`config.mk`:
```
export PLATFORM = sky130hd
export DESIGN_NAME = aud_mode_ctrl_flat
export DESIGN_NICKNAME = d
export VERILOG_FILES = /design/src/rtl/aud_mode_ctrl_if.sv /design/src/rtl/aud_mode_ctrl.sv /design/src/flat_wrapper.sv
export SDC_FILE = /design/constraint.sdc
export NUM_CORES = 1
export LEC_CHECK = 0
export ABC_AREA = 0
export CORE_UTILIZATION = 48
export DETAILED_ROUTE_END_ITERATION = 16
export GPL_TIMING_DRIVEN = 0
export PLACE_DENSITY_LB_ADDON = 0.05
export SLEW_MARGIN = 20
export SYNTH_ARGS = -nofsm -noshare
export SYNTH_HDL_FRONTEND = slang
export SYNTH_SLANG_ARGS = --single-unit
export TNS_END_PERCENT = 30
```
`constraint.sdc`:
```
create_clock -name i_clk -period 5 [get_ports i_clk]
set_input_delay 1.25 -clock i_clk [delete_from_list [all_inputs] [get_ports i_clk]]
set_output_delay 1.25 -clock i_clk [all_outputs]
set_load 0.03 [all_outputs]
```
`src/rtl/aud_mode_ctrl_if.sv`:
```
// Key, address and command signals between the mode sequencer and the
// recorder/DSP/player datapath. The sequencer connects through the slave modport.
interface aud_mode_ctrl_if #(
  parameter int ADDR_W = 20
);
  logic              i_daclrck;
  logic              i_key_rec;
  logic              i_key_play;
  logic              i_key_pause;
  logic              i_key_stop;
  logic [ADDR_W-1:0] i_rec_addr;
  logic [ADDR_W-1:0] i_play_addr;
  logic              o_rec_start;
  logic              o_rec_pause;
  logic              o_rec_stop;
  logic              o_dsp_start;
  logic              o_dsp_pause;
  logic              o_dsp_stop;
  logic              o_player_en;
  logic [ADDR_W-1:0] o_end_addr;
  logic [2:0]        o_state;

  modport master (
    output i_daclrck, i_key_rec, i_key_play, i_key_pause, i_key_stop,
           i_rec_addr, i_play_addr,
    input  o_rec_start, o_rec_pause, o_rec_stop,
           o_dsp_start, o_dsp_pause, o_dsp_stop,
           o_player_en, o_end_addr, o_state
  );

  modport slave (
    input  i_daclrck, i_key_rec, i_key_play, i_key_pause, i_key_stop,
           i_rec_addr, i_play_addr,
    output o_rec_start, o_rec_pause, o_rec_stop,
           o_dsp_start, o_dsp_pause, o_dsp_stop,
           o_player_en, o_end_addr, o_state
  );
endinterface

```
`src/rtl/aud_mode_ctrl.sv`:
```
// Record/play mode sequencer: turns key pulses into one-cycle recorder/DSP
// commands, gates the I2S player on an LRCK rise and tracks the recording end.
module aud_mode_ctrl #(
  parameter int                ADDR_W   = 20,
  parameter logic [ADDR_W-1:0] MEM_LAST = 20'hFFFFF
) (
  input logic             i_clk,
  input logic             i_rst,
  aud_mode_ctrl_if.slave  ctrl
);

  typedef enum logic [2:0] {
    S_IDLE       = 3'd0,
    S_REC        = 3'd1,
    S_REC_PAUSE  = 3'd2,
    S_PLAY_WAIT  = 3'd3,
    S_PLAY       = 3'd4,
    S_PLAY_PAUSE = 3'd5
  } state_e;

  typedef struct packed {
    logic rec_start;
    logic rec_pause;
    logic rec_stop;
    logic dsp_start;
    logic dsp_pause;
    logic dsp_stop;
  } cmd_t;

  state_e            state_q, state_d;
  cmd_t              cmd_q, cmd_d;
  logic              player_en_q, player_en_d;
  logic [ADDR_W-1:0] end_addr_q, end_addr_d;
  logic              lrck_q;
  logic              lrck_rise;

  assign lrck_rise = ctrl.i_daclrck & ~lrck_q;

  always_ff @(posedge i_clk) begin
    if (i_rst) begin
      state_q     <= S_IDLE;
      cmd_q       <= '0;
      player_en_q <= 1'b0;
      end_addr_q  <= '0;
      lrck_q      <= 1'b0;
    end else begin
      state_q     <= state_d;
      cmd_q       <= cmd_d;
      player_en_q <= player_en_d;
      end_addr_q  <= end_addr_d;
      lrck_q      <= ctrl.i_daclrck;
    end
  end

  // Each state tests only its legal keys, in stop > pause > play > rec order;
  // the address-triggered stops rank below any legal key.
  always_comb begin
    state_d    = state_q;
    cmd_d      = '0;
    end_addr_d = end_addr_q;
    case (state_q)
      S_IDLE: begin
        if (ctrl.i_key_play && (end_addr_q != '0)) begin
          state_d         = S_PLAY_WAIT;
          cmd_d.dsp_start = 1'b1;
        end else if (ctrl.i_key_rec) begin
          state_d         = S_REC;
          cmd_d.rec_start = 1'b1;
        end
      end
      S_REC: begin
        if (ctrl.i_key_stop) begin
          state_d        = S_IDLE;
          cmd_d.rec_stop = 1'b1;
          end_addr_d     = ctrl.i_rec_addr;
        end else if (ctrl.i_key_pause) begin
          state_d         = S_REC_PAUSE;
          cmd_d.rec_pause = 1'b1;
        end else if (ctrl.i_rec_addr == MEM_LAST) begin
          state_d        = S_IDLE;
          cmd_d.rec_stop = 1'b1;
          end_addr_d     = ctrl.i_rec_addr;
        end
      end
      S_REC_PAUSE: begin
        if (ctrl.i_key_stop) begin
          state_d        = S_IDLE;
          cmd_d.rec_stop = 1'b1;
          end_addr_d     = ctrl.i_rec_addr;
        end else if (ctrl.i_key_pause || ctrl.i_key_rec) begin
          state_d         = S_REC;
          cmd_d.rec_start = 1'b1;
        end
      end
      S_PLAY_WAIT: begin
        if (ctrl.i_key_stop) begin
          state_d        = S_IDLE;
          cmd_d.dsp_stop = 1'b1;
        end else if (lrck_rise) begin
          state_d = S_PLAY;
        end
      end
      S_PLAY: begin
        if (ctrl.i_key_stop) begin
          state_d        = S_IDLE;
          cmd_d.dsp_stop = 1'b1;
        end else if (ctrl.i_key_pause) begin
          state_d         = S_PLAY_PAUSE;
          cmd_d.dsp_pause = 1'b1;
        end else if (ctrl.i_play_addr >= end_addr_q) begin
          state_d        = S_IDLE;
          cmd_d.dsp_stop = 1'b1;
        end
      end
      S_PLAY_PAUSE: begin
        if (ctrl.i_key_stop) begin
          state_d        = S_IDLE;
          cmd_d.dsp_stop = 1'b1;
        end else if (ctrl.i_key_pause || ctrl.i_key_play) begin
          state_d         = S_PLAY_WAIT;
          cmd_d.dsp_start = 1'b1;
        end
      end
      default: state_d = S_IDLE;
    endcase
    // Player enable is a registered image of "next state is PLAY", so it
    // rises on LRCK-gated entry and falls with the pause/stop pulse.
    player_en_d = (state_d == S_PLAY);
  end

  always_comb begin
    ctrl.o_rec_start = cmd_q.rec_start;
    ctrl.o_rec_pause = cmd_q.rec_pause;
    ctrl.o_rec_stop  = cmd_q.rec_stop;
    ctrl.o_dsp_start = cmd_q.dsp_start;
    ctrl.o_dsp_pause = cmd_q.dsp_pause;
    ctrl.o_dsp_stop  = cmd_q.dsp_stop;
    ctrl.o_player_en = player_en_q;
    ctrl.o_end_addr  = end_addr_q;
    ctrl.o_state     = state_q;
  end

endmodule

```
`src/flat_wrapper.sv`:
```
// flat-port wrapper written by rule: the top's interface ports become plain ports
module aud_mode_ctrl_flat 
#(
  parameter int                ADDR_W   = 20,
  parameter logic [ADDR_W-1:0] MEM_LAST = 20'hFFFFF
)
  (i_clk, i_rst, ctrl_i_daclrck, ctrl_i_key_rec, ctrl_i_key_play, ctrl_i_key_pause, ctrl_i_key_stop, ctrl_i_rec_addr, ctrl_i_play_addr, ctrl_o_rec_start, ctrl_o_rec_pause, ctrl_o_rec_stop, ctrl_o_dsp_start, ctrl_o_dsp_pause, ctrl_o_dsp_stop, ctrl_o_player_en, ctrl_o_end_addr, ctrl_o_state);
  aud_mode_ctrl_if #(.ADDR_W(ADDR_W)) ctrl_i ();
  input logic i_clk;
  input logic i_rst;
  input wire logic [$bits(ctrl_i.i_daclrck)-1:0] ctrl_i_daclrck;
  input wire logic [$bits(ctrl_i.i_key_rec)-1:0] ctrl_i_key_rec;
  input wire logic [$bits(ctrl_i.i_key_play)-1:0] ctrl_i_key_play;
  input wire logic [$bits(ctrl_i.i_key_pause)-1:0] ctrl_i_key_pause;
  input wire logic [$bits(ctrl_i.i_key_stop)-1:0] ctrl_i_key_stop;
  input wire logic [$bits(ctrl_i.i_rec_addr)-1:0] ctrl_i_rec_addr;
  input wire logic [$bits(ctrl_i.i_play_addr)-1:0] ctrl_i_play_addr;
  output wire logic [$bits(ctrl_i.o_rec_start)-1:0] ctrl_o_rec_start;
  output wire logic [$bits(ctrl_i.o_rec_pause)-1:0] ctrl_o_rec_pause;
  output wire logic [$bits(ctrl_i.o_rec_stop)-1:0] ctrl_o_rec_stop;
  output wire logic [$bits(ctrl_i.o_dsp_start)-1:0] ctrl_o_dsp_start;
  output wire logic [$bits(ctrl_i.o_dsp_pause)-1:0] ctrl_o_dsp_pause;
  output wire logic [$bits(ctrl_i.o_dsp_stop)-1:0] ctrl_o_dsp_stop;
  output wire logic [$bits(ctrl_i.o_player_en)-1:0] ctrl_o_player_en;
  output wire logic [$bits(ctrl_i.o_end_addr)-1:0] ctrl_o_end_addr;
  output wire logic [$bits(ctrl_i.o_state)-1:0] ctrl_o_state;
  assign ctrl_i.i_daclrck = ctrl_i_daclrck;
  assign ctrl_i.i_key_rec = ctrl_i_key_rec;
  assign ctrl_i.i_key_play = ctrl_i_key_play;
  assign ctrl_i.i_key_pause = ctrl_i_key_pause;
  assign ctrl_i.i_key_stop = ctrl_i_key_stop;
  assign ctrl_i.i_rec_addr = ctrl_i_rec_addr;
  assign ctrl_i.i_play_addr = ctrl_i_play_addr;
  assign ctrl_o_rec_start = ctrl_i.o_rec_start;
  assign ctrl_o_rec_pause = ctrl_i.o_rec_pause;
  assign ctrl_o_rec_stop = ctrl_i.o_rec_stop;
  assign ctrl_o_dsp_start = ctrl_i.o_dsp_start;
  assign ctrl_o_dsp_pause = ctrl_i.o_dsp_pause;
  assign ctrl_o_dsp_stop = ctrl_i.o_dsp_stop;
  assign ctrl_o_player_en = ctrl_i.o_player_en;
  assign ctrl_o_end_addr = ctrl_i.o_end_addr;
  assign ctrl_o_state = ctrl_i.o_state;
  aud_mode_ctrl #(.ADDR_W(ADDR_W), .MEM_LAST(MEM_LAST)) u_core (.i_clk(i_clk), .i_rst(i_rst), .ctrl(ctrl_i));
endmodule
```
# Word level (Yosys, flattened, before mapping)
# Cells that the tools add are included.
# op_classes
add_sub_neg,0
multipliers,0
div,0
magnitude_cmp,1
n_eq_ne,10
shift,0
muxes,40
bitwise,4
n_reduce_logical,10
# op_table
operator,n
20-bit 2-to-1 mux,4
3-bit 2-to-1 mux,14
20-bit one-hot mux with 2 select lines,1
"20-bit equality test, second input constant",1
20-bit >= comparator,1
20-bit nonzero test,1
3-bit one-hot mux with 6 select lines,1
1-bit 2-to-1 mux,16
"3-bit equality test, second input constant",3
1-bit one-hot mux with 2 select lines,4
"3-bit by 2-bit equality test with 1-bit output, second input constant",2
2-bit OR reduction,3
4-bit AND reduction,1
"3-bit by 1-bit equality test with 1-bit output, second input constant",1
3-bit logical NOT,1
"3-bit by 2-bit inequality test with 1-bit output, second input constant",1
"3-bit inequality test, second input constant",1
1-bit inverter,3
1-bit logical OR,2
"2-bit inequality test, second input constant",1
2-bit nonzero test,1
1-bit bitwise AND,1
1-bit logical AND,1
# word_totals
ff_bits,31
latchBits,0
ram_bits,0
rom_bits,0
inputBits,47
out_inout_bits,30
wordCells,75
n_memories,0

# Depth between registers and ports, before layout
# Gate-level depths: netlist (run 1).
# depth
depth_word,6
mapped_depth,7
mapped_depth_nobuf,7

# Worst setup path before layout (run 1)
# Ideal clock, no wire load.
# synth_timing
path_type,input to register
from,in ctrl_i_play_addr[0]
to,reg u_core.cmd_q (netlist bit u_core.ctrl.o_dsp_stop)
setup_ns,0.086
t_arrival_ns,2.658
required_time_ns,4.914
setup_slack_ns,2.255
path_stages,7
path_buffers,0
cell_sequence,inv_1 -> ha_1 -> nand2b_1 -> a2111oi_0 -> or4_1 -> o211a_1 -> a221oi_2
# synth_between
elab_chain_cells,5
# synth_lines
element,line_no,source
start: declaration,flat_wrapper.sv:17,input wire logic [$bits(ctrl_i.i_play_addr)-1:0] ctrl_i_play_addr;
20-bit >= comparator,aud_mode_ctrl.sv:110,end else if (ctrl.i_play_addr >= end_addr_q) begin
1-bit 2-to-1 mux,aud_mode_ctrl.sv:110,
1-bit 2-to-1 mux,aud_mode_ctrl.sv:107,end else if (ctrl.i_key_pause) begin
1-bit 2-to-1 mux,aud_mode_ctrl.sv:104,if (ctrl.i_key_stop) begin
1-bit one-hot mux with 2 select lines,aud_mode_ctrl.sv:61,case (state_q)
end signal: assignment,aud_mode_ctrl.sv:48,cmd_q <= cmd_d;
end: declaration,aud_mode_ctrl.sv:31,"cmd_t cmd_q, cmd_d;"
# Every way passes these cells.
# A chain may end at the register's enable or synchronous reset.

# Worst setup path in the final report (run 1)
# layout_timing
from,in ctrl_i_play_addr[0]
to,"reg u_core.player_en_q, in the netlist u_core.ctrl.o_player_en"
# layout_between
elab_chain_cells,6
# layout_lines
element,line_no,source
20-bit >= comparator,aud_mode_ctrl.sv:110,
3-bit 2-to-1 mux,aud_mode_ctrl.sv:110,
3-bit 2-to-1 mux,aud_mode_ctrl.sv:107,
3-bit 2-to-1 mux,aud_mode_ctrl.sv:104,
3-bit one-hot mux with 6 select lines,aud_mode_ctrl.sv:61,
3-bit equality test,aud_mode_ctrl.sv:128,player_en_d = (state_d == S_PLAY);
end signal: assignment,aud_mode_ctrl.sv:49,player_en_q <= player_en_d;
end: declaration,aud_mode_ctrl.sv:32,"logic player_en_q, player_en_d;"
# Every way passes these cells.

==> results of run 1 <==
==> worst paths after layout <==
kind	from	to	slack, ps
hold / removal	u_core.ctrl.o_end_addr[3]	u_core.ctrl.o_end_addr[3]	500
hold reg to reg	u_core.ctrl.o_end_addr[3]	u_core.ctrl.o_end_addr[3]	500
setup reg to reg	u_core.ctrl.o_end_addr[11]	u_core.ctrl.o_player_en	2700
setup / recovery	ctrl_i_play_addr[0]	u_core.ctrl.o_player_en	1790
==> metrics by stage <==
stage	power, mW	instances
2_1_floorplan	0.6220	244
3_3_place_gp	0.7893	370
3_5_place_dp	0.7952	370
4_1_cts	1.013	378
5_1_grt	1.073	378
6_report	1.007	378
==> cell families after synthesis <==
| kind of cell | Yosys count | synth area share, % |
|---|---|---|
| compound gates | 77 | 22.81 |
| mux | 1 | 0.4866 |
| fa+ha+maj | 20 | 12.17 |
| buf+inv | 37 | 8.455 |
| simple gates | 78 | 25.91 |
| flops | 31 | 30.17 |
==> area by class of cell <==
| type | instances | area [um^2] |
|---|---|---|
| Multi-Input combinational cell | 176 | 1262 |
| Fill cell | 346 | 1077 |
| Timing Repair Buffer | 76 | 760.7 |
| Sequential cell | 31 | 620.6 |
| Clock buffer | 8 | 100.1 |
| Buffer | 15 | 91.34 |
| Inverter | 22 | 82.58 |
| Tap cell | 50 | 62.56 |
==> cells in the mapped netlist, types with 3 or more instances <==
library cell and number:
a2111oi_0 3, o21ai_0 22, nand3b_1 4, nor3_1 6, dfxtp_1 31, nand2_1 7
nand3_2 19, ha_1 20, nor2_1 8, or2_2 3, clkbuf_1 7, nand3_1 5
a21oi_1 32, nand4_1 6, nor4_1 5, nand2b_1 6, inv_1 22, buf_6 4
==> worst register-to-register path, delay by kind of cell (launching register included) <==
| family | cells | cell delay, ps |
|---|---|---|
| adder cells (fa/ha/maj) | 1 | 310 |
| buffers and inverters | 1 | 70 |
| AND/OR/NAND/NOR | 2 | 180 |
| AO/OA/AOI/OAI | 3 | 1170 |
| flip-flops | 1 | 450 |
==> power by group through the flow <==
stage	logic, mW	clock network (mW)	registers (mW)
final	0.460	0.215	0.332
after CTS	0.461	0.221	0.332
after floorplan	0.222	0	0.399
after global routing	0.504	0.231	0.339
after global placement	0.453	0	0.336
after detailed placement	0.459	0	0.336
==> flip-flops by register name, summed over array words and instances, names as in the netlist <==
register / count
u_core.ctrl.o_player_en: 1
u_core.ctrl.o_state: 3
u_core.ctrl.o_end_addr: 20
u_core.ctrl.o_dsp_stop: 1
u_core.ctrl.o_dsp_start: 1
u_core.ctrl.o_dsp_pause: 1
u_core.lrck_q: 1
u_core.ctrl.o_rec_pause: 1
u_core.ctrl.o_rec_stop: 1
u_core.ctrl.o_rec_start: 1
==> layer usage <==
metal / vias to the layer above / global-route usage, % / share of wire, %
li1: 1061 / - / -
met3: 6 / 5.574 / 5.4
met4: 0 / 6.383 / 0.65
met5: - / 0 / 0
met2: 72 / 42.33 / 47
met1: 975 / 34.02 / 46
==> cell usage in the layout, fill, tap and decap left out, drive strengths merged, types with 3 or more instances in the layout <==
master,count
inv,22
nor2,8
nand2b,6
buf,6
a2111oi,4
ha,20
a21oi,33
o21ai,23
nor3,6
dfxtp,31
clkbuf,17
or2,3
nand3b,4
nand3,24
clkdlybuf4s50,76
nand2,7
nor4,5
nand4,7
==> flow_summary.toml, run 1 <==
[setup_path]
crit_chain = "clkdlybuf4s50_1, inv_1, ha_1, nand2b_1, a2111oi_0, or4_1, o2111ai_1, a2111oi_2"
cp.arrival_ps = 3380
worst_path_max_delay_cell = "clkdlybuf4s50_1"
critPathMaxStageDelay_ps = 460
endpoint_kind = "register"
path_max_fanout = 2
path_depth = 8
crit_buf_inv = 2
required_ps = 5170
worstSetupPathType = "input port to register"
cp_top_family = "compound AO/OA/AOI/OAI gates"
cp-start-kind = "input port"
r2r_cells = 7

[power_and_ir_drop]
seqPwrFrac_pct = 32.9
power_switching_mw = 0.3914
powerDensity_nw_per_um2 = 337.7
sw_frac_of_total_pct = 38.88
pwr-share-comb_pct = 45.7
p_clk_share_pct = 21.4
ir_worst_vdd_mv = 0.2651
internal-power_mw = 0.6152
power_leakage_nw = 1.046

[yosys]
yosysSeqAreaShare_pct = 30.17
yosysTopAreaCell = "dfxtp_1"
syn_area_um2 = 2057
syn_inst = 244
synth_edf_count = 0
synth_nets = 311
yosysTopAreaCellShare_pct = 30.17
synth_warnings = 0
ys_ff_latch = 31
yosysUniqueCellTypes = 45
avgSynthCellArea_um2 = 8.430
netlist_top_cells_area = "dfxtp_1 30%, ha_1 12%, nand3_2 9.2%"
synth_ff_type = "dfxtp_1"
synthArstFlopShare_pct = 0

[clock_tree]
htree_levels = 2
clock-root-buffer = "clkbuf_8"
insertion_delay_ps = 280
path_clk_slew_ps = 60
clk_path_buf_depth = 2
cts_setup_buffers = 0
cts_tree = "done"
cts_resized = 0
cts_made_buffers = 5
cts_sinks = 31
hold_buffers = 0

[die]
dieArea_um2 = 4551
fp.dieW_um = 67.46
die_h_um = 67.46
num_io_pins = 77
core_area_um2 = 4058
start_util_pct = 50.69
rows = 23

[min_path]
min_path_cells = 2
hold_class = "register to register"

[global_routing]
grt_pass1_wl_um = 8728
antenna_found_initial = 0
grt_util_all_layers_pct = 25.80
grt_max_degree = 11
grt_remaining_overflow = 0
first_global_vias = 1928

[final_layout]
fin_util_pct = 73.45
diodes = 0
nets = 394
area_delta_synth_final_pct = 44.89
drive_gt1_share_pct = 13.11
fin_area_um2 = 2980

[sta]
finalCriticalPeriod_ps = 3214
finalWorstSetupSlack_ps = 1786
fmax_mhz = 311.2
skew_ps = 1.875
tns_ps = 0
setup_violations = 0
max_slew_margin_pct = 60.31
period_share_pct = 64.27
hold_viol = 0
holdWs_ps = 501.6
maxSlewViolCount = 0
rsz0062_at_grt = "false"
tightest_slew_ps = 587.9

[drt]
route.detailed.drc = 0
wire_per_inst_um = 14.31
initialDrtViolationCount = 112
vias = 2114
ant_nets = 0
viasPerCell = 5.593
drt_first_pass_iters = 4
wirelength_um = 5408

[place]
pre_cts_ws_ps = 1418
io_buffers = 76
gp_congestion = 0.8986
dpl_cell_area_um2 = 2880
dpl.hpwl_um = 4276

[flow_run]
maxCapViolCount = 0

[outcome]
status = "finished, final reports clean"
No activity file was read; power rests on OpenSTA's default activity.
==> run 2, diff against run 1 <==
CORE_UTILIZATION = 45   (was 48)
clock period = 3.35 ns   (was 5 ns; I/O delays follow)
==> flow_summary.toml, run 2 (synthesized netlist as in run 1, its figures left out) <==
[drt]
vias = 2117
ant_nets = 0
viasPerCell = 5.571
wirelength_um = 5545
initialDrtViolationCount = 98
drt_first_pass_iters = 4
wire_per_inst_um = 14.59
route.detailed.drc = 0

[die]
core_area_um2 = 4384
start_util_pct = 46.92
num_io_pins = 77
fp.dieW_um = 69.61
dieArea_um2 = 4846
rows = 24
die_h_um = 69.61

[sta]
setup_violations = 0
rsz0062_at_grt = "false"
holdWs_ps = 499.8
period_share_pct = 82.76
max_slew_margin_pct = 61.40
skew_ps = 3.577
maxSlewViolCount = 0
fmax_mhz = 360.7
finalCriticalPeriod_ps = 2772
tns_ps = 0
hold_viol = 0
tightest_slew_ps = 571.7

[clock_tree]
cts_sinks = 31
cts_setup_buffers = 0
clock-root-buffer = "clkbuf_8"
cts_tree = "done"
clk_path_buf_depth = 2
hold_buffers = 0
insertion_delay_ps = 280
cts_resized = 0
cts_made_buffers = 5
htree_levels = 2
path_clk_slew_ps = 60

[power_and_ir_drop]
powerDensity_nw_per_um2 = 521.7
ir_worst_vdd_mv = 0.3856
finalPower_mw = 1.565
power_leakage_nw = 1.056

[setup_path]
worst_path_max_delay_cell = "clkdlybuf4s50_1"
crit_buf_inv = 2
endpoint_kind = "register"
ff2ff_setup_slack_ps = 1050
cp.arrival_ps = 2950
cp-start-kind = "input port"
startpoint = "ctrl_i_play_addr[0]"
cp-endpoint = "u_core.ctrl.o_player_en"
reg2reg_to = "u_core.ctrl.o_player_en"
worstSetupPathType = "input port to register"
r2r_cells = 7
path_max_fanout = 2
critPathMaxStageDelay_ps = 450
required_ps = 3520
cp_top_family = "compound AO/OA/AOI/OAI gates"
path_depth = 8
crit_chain = "clkdlybuf4s50_1, inv_1, ha_1, nand2b_1, a2111oi_0, or4_1, o2111ai_1, a2111oi_2"
rr_startpoint = "u_core.ctrl.o_end_addr[11]"

[final_layout]
diodes = 0
area_delta_synth_final_pct = 45.86
final_common_cell = "clkdlybuf4s50_1"
largest_reg_flops = 20
final_cell_mix = "76 x clkdlybuf4s50_1, 32 x a21oi_1, 31 x dfxtp_1, 22 x inv_1, 22 x o21ai_0"
nets = 394
drive_gt1_share_pct = 13.41
n_fill_cell = 376

[min_path]
hold_class = "register to register"

[outcome]
status = "finished, final reports clean"

[global_routing]
grt_pass1_wl_um = 9066
grt_util_all_layers_pct = 23.45
first_global_vias = 2024
grt_max_degree = 11
grt_remaining_overflow = 0
antenna_found_initial = 0

[flow_run]
maxCapViolCount = 0

[place]
io_buffers = 76
gp_congestion = 0.8901
dpl.hpwl_um = 4397
-- run 2: changes by cell type in the layout (fill, tap and decap cells not counted) --
cell / before / now
bufinv_16: 0 / 1
clkbuf_8: 7 / 6
clkinv_2: 0 / 1
clkbuf_1: 8 / 7
-- run 2: metrics by stage --
stage                     setup WS (ps)  utilization, %  area (um^2)  cells
final                             577.7           68.44         3000    380
after global routing              408.3           68.44         3000    380
after CTS                         520.9           68.44         3000    380
after detailed placement          223.1           65.75         2883    372
after global placement            233.4           65.75         2883    372
after floorplan                    1018               -         2057    244
-- run 2: power breakdown --
group / internal, mW / switching (mW) / total [mW]
logic: 0.305 / 0.385 / 0.690
clock network: 0.240 / 0.139 / 0.380
registers: 0.427 / 0.0693 / 0.496
-- run 2: layer usage --
metal | wire [um] | GRT usage (%)
met3 | 271 | 3.924
met1 | 2554 | 30.46
met5 | 0 | 0
met4 | 103 | 8.667
met2 | 2615 | 39.05
-- run 2: layout make-up --
class | count | area [um^2] | area share, %
Sequential cell | 31 | 620.6 | 20.68
Timing Repair Buffer | 76 | 760.7 | 25.35
Buffer | 15 | 91.34 | 3.044
Multi-Input combinational cell | 176 | 1262 | 42.08
Inverter | 22 | 82.58 | 2.752
Tap cell | 52 | 65.06 | 2.168
Clock inverter | 2 | 35.03 | 1.168
Clock buffer | 6 | 82.58 | 2.752
-- run 2: worst min path at each step --
| stage | to | depth (start not counted) | from | slack [ps] |
|---|---|---|---|---|
| floorplan | u_core.ctrl.o_end_addr[11] | 2 | u_core.ctrl.o_end_addr[11] | 600 |
| global placement | u_core.ctrl.o_end_addr[6] | 2 | u_core.ctrl.o_end_addr[6] | 490 |
| detailed placement | u_core.ctrl.o_end_addr[1] | 2 | u_core.ctrl.o_end_addr[1] | 490 |
| CTS | u_core.ctrl.o_end_addr[1] | 2 | u_core.ctrl.o_end_addr[1] | 500 |
| global route | u_core.ctrl.o_end_addr[1] | 2 | u_core.ctrl.o_end_addr[1] | 520 |
| finish | u_core.ctrl.o_end_addr[1] | 2 | u_core.ctrl.o_end_addr[1] | 500 |
-- run 2: worst register-to-register path, cell delays in order, from the launching register on --
cell and delay (ps):
dfxtp_1 450, inv_1 80, ha_1 320, nand4_2 120, nor3_1 70, o41ai_1 460, o2111ai_1 280, a2111oi_2 440
==> run 3, diff against run 2 <==
clock period = 2.65 ns   (was 3.35 ns; I/O delays follow)
==> flow_summary.toml, run 3 (synthesized netlist as in run 1, its figures left out) <==
[clock_tree]
htree_levels = 2
path_clk_slew_ps = 60
insertion_delay_ps = 280
cts_sinks = 31
cts_made_buffers = 5
clock-root-buffer = "clkbuf_8"
cts_tree = "done"
hold_buffers = 0
clk_path_buf_depth = 2

[die]
start_util_pct = 46.92
die_h_um = 69.61
core_area_um2 = 4384
rows = 24
dieArea_um2 = 4846
num_io_pins = 77
fp.dieW_um = 69.61

[sta]
tns_ps = 0
setup_violations = 0
finalCriticalPeriod_ps = 2510
tightest_slew_ps = 592.4
period_share_pct = 94.71
rsz0062_at_grt = "false"
max_slew_margin_pct = 60.00
skew_ps = 3.540
maxSlewViolCount = 0
finalWorstSetupSlack_ps = 140.3
fmax_mhz = 398.5
hold_viol = 0

[setup_path]
endpoint_kind = "register"
crit_buf_inv = 2
worst_path_max_delay_cell = "or4_1"
cp-start-kind = "input port"
rr_startpoint = "u_core.ctrl.o_end_addr[13]"
cp_top_family = "simple AND/OR/NAND/NOR gates"
cp.arrival_ps = 2700
crit_chain = "clkdlybuf4s50_1, inv_1, ha_1, nand2b_1, a2111oi_1, or4_1, o211a_1, a221oi_2"
required_ps = 2840
ff2ff_setup_slack_ps = 440
r2r_cells = 7
critPathMaxStageDelay_ps = 570
path_max_fanout = 2
reg2reg_to = "u_core.ctrl.o_player_en"
worstSetupPathType = "input port to register"

[final_layout]
final_common_cell = "clkdlybuf4s50_1"
largest_reg_flops = 20
fin_cells = 380
diodes = 0
area_delta_synth_final_pct = 46.59
drive_gt1_share_pct = 14.02
final_cell_mix = "76 x clkdlybuf4s50_1, 32 x a21oi_1, 31 x dfxtp_1, 22 x inv_1, 22 x o21ai_0"
nets = 394

[drt]
drt_first_pass_iters = 4
route.detailed.drc = 0
wire_per_inst_um = 14.68
wirelength_um = 5580
initialDrtViolationCount = 99
vias = 2121
viasPerCell = 5.582
ant_nets = 0

[outcome]
status = "finished, final reports clean"

[min_path]
holdCritStartpoint = "u_core.ctrl.o_end_addr[1]"
whs_endpoint = "u_core.ctrl.o_end_addr[1]"
min_path_cells = 2
hold_class = "register to register"

[power_and_ir_drop]
powerDensity_nw_per_um2 = 658.2
ir_worst_vdd_mv = 0.4879
power_leakage_nw = 1.060
finalPower_mw = 1.985

[place]
pre_cts_ws_ps = -301.9
dpl.hpwl_um = 4397
io_buffers = 76
gp_congestion = 0.8901
placed_cells = 372

[global_routing]
first_global_vias = 2024
grt_pass1_wl_um = 9066
grt_max_degree = 11
grt_remaining_overflow = 0
grt_util_all_layers_pct = 23.45
antenna_found_initial = 0

[flow_run]
maxCapViolCount = 0
## run 3: cell counts in the layout (fill, tap and decap cells not counted)
Identical to the previous run, type by type.
## run 3: per-layer routing
layer / GRT usage [%] / up-vias / share of wire (%)
met5: 0 / - / 0
met4: 8.667 / 0 / 1.8
met3: 3.924 / 11 / 4.8
met2: 39.05 / 55 / 47
met1: 30.46 / 992 / 47
li1: - / 1063 / -
## run 3: area by class of cell
type                            instances  area [um^2]
Buffer                                 15        91.34
Clock buffer                            6        82.58
Clock inverter                          2        35.03
Fill cell                             374         1369
Inverter                               22        82.58
Multi-Input combinational cell        176         1277
Sequential cell                        31        620.6
Tap cell                               52        65.06
Timing Repair Buffer                   76        760.7
## run 3: worst max path at each step
stage	slack, ps	startpoint	cells after the start	to
final	140	ctrl_i_play_addr[0]	8	u_core.ctrl.o_dsp_stop
after global placement	-290	ctrl_i_play_addr[0]	8	u_core.ctrl.o_player_en
after detailed placement	-300	ctrl_i_play_addr[0]	8	u_core.ctrl.o_player_en
after CTS	30	ctrl_i_play_addr[0]	8	u_core.ctrl.o_player_en
after floorplan	490	ctrl_i_play_addr[0]	7	u_core.ctrl.o_dsp_stop
after global routing	20	ctrl_i_play_addr[0]	8	u_core.ctrl.o_player_en
## run 3: repair_timing
action	in CTS	in global routing
gates cloned	0	0
pin swaps	0	1
resized for setup	1	2
setup endpoints to repair	1	1
buffers inserted	0	0
## run 3: power by group
group	total (mW)	internal (mW)	switching [mW]
Clock	0.479	0.304	0.175
Sequential	0.627	0.539	0.0879
Combinational	0.878	0.386	0.493
## run 3: worst register-to-register path: stages (launching register included)
cell	delay (ps)
dfxtp_1	420
inv_1	70
ha_1	310
a21oi_1	140
o21ai_0	80
a221oi_1	460
o2111ai_2	260
a2111oi_2	360
## run 3: stage by stage
stage               hold WS, ps  utilization, %  cell area [um^2]
floorplan                 604.9               -              2057
global placement          486.4           65.75              2883
detailed placement        490.2           65.75              2883
CTS                       501.5           68.46              3002
global route              522.8           68.78              3015
finish                    501.1           68.78              3015
